`src/rtl/reed_solomon_encoder.sv`:
```
// ---------------------------------------------------------------------------
// reed_solomon_encoder
// Systematic RS(255,239) encoder over GF(2^8) (poly 0x11D, alpha = 0x02,
// first consecutive root alpha^0). Message bytes pass through unchanged,
// followed by 16 parity bytes taken from a 16-stage LFSR divider.
// K < 239 gives a shortened code; parity count stays 16.
// ---------------------------------------------------------------------------
module reed_solomon_encoder #(
    parameter int K = 239
) (
    input  logic       clk,
    input  logic       reset,
    input  logic [7:0] data_in,
    input  logic       valid_in,
    output logic       ready,
    output logic [7:0] data_out,
    output logic       valid_out,
    output logic       overrun
);

    localparam int NPAR = 16;

    // Generator coefficients g15 (MSB byte) down to g0 (LSB byte) of
    // g(x) = prod_{i=0..15} (x + alpha^i); the leading x^16 term is implicit.
    localparam logic [8*NPAR-1:0] G_COEF = {
        8'd59,  8'd13,  8'd104, 8'd189, 8'd68,  8'd209, 8'd30,  8'd8,
        8'd163, 8'd65,  8'd41,  8'd229, 8'd98,  8'd50,  8'd36,  8'd59
    };

    localparam logic [7:0] K_LAST   = 8'(K - 1);
    localparam logic [7:0] PAR_LAST = 8'(NPAR - 1);

    typedef enum logic {
        ST_DATA,
        ST_PARITY
    } state_t;

    // GF(2^8) multiply; with b tied to a constant this folds to an XOR tree.
    // NOTE: blocking assignments are correct here -- a function models
    // combinational logic evaluated in order, not clocked state.
    function automatic logic [7:0] gf_mul(input logic [7:0] a, input logic [7:0] b);
        logic [7:0] p;
        logic [7:0] x;
        p = '0;
        x = a;
        for (int i = 0; i < 8; i++) begin
            if (b[i]) p = p ^ x;
            x = {x[6:0], 1'b0} ^ (x[7] ? 8'h1D : 8'h00);
        end
        return p;
    endfunction

    state_t     r_state;
    logic [7:0] r_lfsr [NPAR];
    logic [7:0] r_cnt;
    logic [7:0] r_data_out;
    logic       r_valid_out;
    logic       r_overrun;

    logic       w_accept;
    logic [7:0] w_fb;
    logic [7:0] w_prod [NPAR];

    assign ready    = (r_state == ST_DATA);
    assign w_accept = valid_in && ready;
    assign w_fb     = data_in ^ r_lfsr[NPAR-1];

    for (genvar gi = 0; gi < NPAR; gi++) begin : g_mul
        assign w_prod[gi] = gf_mul(w_fb, G_COEF[8*gi +: 8]);
    end

    // Codeword FSM: pass message bytes while dividing, then shift out parity.
    always_ff @(posedge clk) begin
        if (reset) begin
            r_state     <= ST_DATA;
            r_cnt       <= '0;
            r_data_out  <= '0;
            r_valid_out <= 1'b0;
            r_overrun   <= 1'b0;
            // NOTE: the LFSR array is reset on purpose -- an aborted codeword
            // must not leak its remainder into the next one.
            for (int i = 0; i < NPAR; i++) r_lfsr[i] <= '0;
        end else begin
            r_valid_out <= 1'b0;
            if (valid_in && !ready) r_overrun <= 1'b1;

            if (r_state == ST_DATA) begin
                if (w_accept) begin
                    r_data_out  <= data_in;
                    r_valid_out <= 1'b1;
                    r_lfsr[0]   <= w_prod[0];
                    for (int i = 1; i < NPAR; i++) r_lfsr[i] <= r_lfsr[i-1] ^ w_prod[i];
                    if (r_cnt == K_LAST) begin
                        r_cnt   <= '0;
                        r_state <= ST_PARITY;
                    end else begin
                        r_cnt <= r_cnt + 8'd1;
                    end
                end
            end else begin
                r_data_out  <= r_lfsr[NPAR-1];
                r_valid_out <= 1'b1;
                r_lfsr[0]   <= '0;
                for (int i = 1; i < NPAR; i++) r_lfsr[i] <= r_lfsr[i-1];
                if (r_cnt == PAR_LAST) begin
                    r_cnt   <= '0;
                    r_state <= ST_DATA;
                end else begin
                    r_cnt <= r_cnt + 8'd1;
                end
            end
        end
    end

    assign data_out  = r_data_out;
    assign valid_out = r_valid_out;
    assign overrun   = r_overrun;

endmodule

```
`config.mk`:
```
export PLATFORM = sky130hd
export DESIGN_NAME = reed_solomon_encoder
export DESIGN_NICKNAME = d
export VERILOG_FILES = /design/src/rtl/reed_solomon_encoder.sv
export SDC_FILE = /design/constraint.sdc
export NUM_CORES = 1
export LEC_CHECK = 0
export BUFFER_PORTS_ARGS = -buffer_cell sky130_fd_sc_hd__buf_2
export CAP_MARGIN = 5
export CORE_AREA = 2 2 122 124
export CTS_BUF_LIST = sky130_fd_sc_hd__clkbuf_4 sky130_fd_sc_hd__clkbuf_8 sky130_fd_sc_hd__clkbuf_16
export CTS_CLUSTER_SIZE = 30
export DETAILED_ROUTE_END_ITERATION = 8
export DIE_AREA = 0 0 124 126
export PLACE_DENSITY = 0.77
export SETUP_SLACK_MARGIN = 0.3
export SYNTH_ARGS = -nofsm -noshare
export SYNTH_HDL_FRONTEND = slang
export SYNTH_SLANG_ARGS = --single-unit
```
`constraint.sdc`:
```
create_clock -name clk -period 4.25 [get_ports clk]
set_input_delay 0 -clock clk [delete_from_list [all_inputs] [get_ports clk]]
set_output_delay 0 -clock clk [all_outputs]
set_load 0.05 [all_outputs]
```
==> run metrics <==
Seq/Total Area, Yosys 49.8%; Post-synth ARST share 0%; area added between synthesis and finish 10.9%; Die Width 124 um; DRT iter0 DRCs roughly 770; Arr. time, crit path 3.39 ns; worst slew pin tran about 1.2 ns; final setup margin 1.17 ns; Multi-input gate area roughly 4100 um^2; Worst Hold Class input port to register; Crit Path Category register to register; placed wire-length estimate 13700 um; first-pass GRT wire length between 30000 and 40000 um; CTS tree yes; average wire per standard cell about 21 um; synthesized flop and latch total ~150; Routability Congestion 0.926; simple-gate share of the synthesized area between 10 and 15%; leading cell types in the layout, fill and taps excluded edfxtp_1, xnor2_1, nor2_1; largest net degree at the start of global routing 76; Starting Density about three fifths; Final Max Slew Viols 0; clock root buffer clkbuf_16; WL final 21000 um; top_reg_cell synth edfxtp_1; mux share of post-synthesis cell area between 1 and 1.5%; post-synthesis compound-gate area fraction about a tenth; Max Clock Skew 0.00632 ns; commonest non-fill, non-tap cell in the layout edfxtp_1; global route total overflow 0; Worst Path Max Fanout 15; # nets final ~820; Max-cap violations 0; core outline area 14300 um^2; die footprint about 16000 um^2; XOR/XNOR share of the synthesized area 22.8%; synth warn 0; Min Hold Slack between 0.004 and 0.005 ns; Max Clock Freq roughly 320 MHz; FP Rows between 40 and 50; number of synthesized flops with an enable pin about 130; Syn Nets roughly 800; antenna-violating nets left 0; Synth Area in Adders 0.295%; Worst-Skew Late Latency approximately 0.43 ns; cts repair resizes 0; IO Count 22; final hold vios 0; share of cells above drive strength 1 between 10% and 20%; Bufs on Longest Clock Path 2; Critical Path Sink Type register; Inserted Clock Buffers 17; Pre-Repair DR Iteration Count 5; status complete, no violations; Via density around 6.1; DRC 0; I/O Buffers 21; crit share post-route slightly above 70%; Place WS 1.19 ns; final core occ 65.8%; main combinational cell family by area after synthesis XOR/XNOR gates; Fill cells 1070; CTS Sinks 147; H-tree depth 4; setup TNS 0 ns; clock-pin slew of the registers on the worst-case setup and hold paths ~0.060 ns; vias in the first global route around 6000; Netlist cell types 35; final setup vio count 0; Total Routing Usage GR 28.4%; die height 126 um; Worst slew margin 17.8%; register area 4230 um^2; fin crit period between 3 and 4 ns; CP Launch Type register; RSZ-0062 raised after global routing false; cells after synthesis 793; Cell Area, Synth about 8500 um^2; CP Data Required Time ~4.6 ns; total number of vias a little over 6000; Mean Syn Cell Area 10.7 um^2; initial antenna violation count 0; # diodes 0
## flip-flops by register name (all words and copies together), names as in the netlist
name       count
data_out       8
r_cnt          8
overrun        1
r_lfsr       128
r_state        1
valid_out      1
## logic make-up after synthesis
family | Yosys count
XOR/XNOR | 170
AO/OA/AOI/OAI | 166
multiplexers | 10
AND/OR/NAND/NOR | 240
flip-flops | 147
buffers and inverters | 58
adder cells (fa/ha/maj) | 2
## cells in the mapped netlist, drive strengths merged, types with 4 or more instances
cell type  number  area [um^2]
o21ai          77          385
xnor3          20          452
dfxtp          19          380
nand2          68          255
inv            14         52.6
xnor2         125         1230
or3            50          313
a21oi          70          350
clkbuf         35          131
xor2           25          253
nand2b          6         37.5
nand4           4         25.0
nor2           99          372
o31ai          13         97.6
edfxtp        128         3840
buf             9         48.8
mux2i          10          100
## worst paths after layout
| path | from | end | slack, ns | cells past startpoint |
|---|---|---|---|---|
| max | r_lfsr[0][127] | r_lfsr[0][32] | 1.17 | 6 |
| min | data_in[3] | data_out[3] | 0.005 | 5 |
| max reg2reg | r_lfsr[0][127] | r_lfsr[0][32] | 1.17 | 6 |
| min reg2reg | overrun | overrun | 0.48 | 2 |
## layer usage
metal	vias up	global-route usage [%]	routed length [um]
met5	-	0	0
met4	0	12.9	778
met3	57	6.48	1940
met2	354	45.1	10100
met1	2956	37.1	8180
li1	2784	-	-
## layout make-up
class,count,share of cell area [%]
repair buffers,36,2.37
well taps,184,2.45
clock inverters,5,0.279
flip-flops and latches,147,44.9
multi-input cells,588,43.1
inverters,14,0.558
clock buffers,27,6.38
## worst max-delay path, cell delays in order (launching register included)
cell and delay [ns]:
edfxtp_1 0.47, xnor2_4 0.73, xnor3_1 0.57, xnor2_2 0.48, xnor2_1 0.17, or4_1 0.45
nand2_1 0.08
## stage by stage
stage / area, um^2 / cells
after floorplan: 8480 / 793
after CTS: 9410 / 1001
after global placement: 8760 / 967
after detailed placement: 8760 / 967
final: 9410 / 1001
after global routing: 9410 / 1001
## timing repair
action | 4_1_cts | 5_1_grt
setup buffers | 0 | 0
endpoints found under the hold margin | 6 | 0
hold buffers | 2 | 0
Power is left out: the tool's default activity adds up to more than one toggle a clock period on the data nets, which glitch-free logic cannot reach.
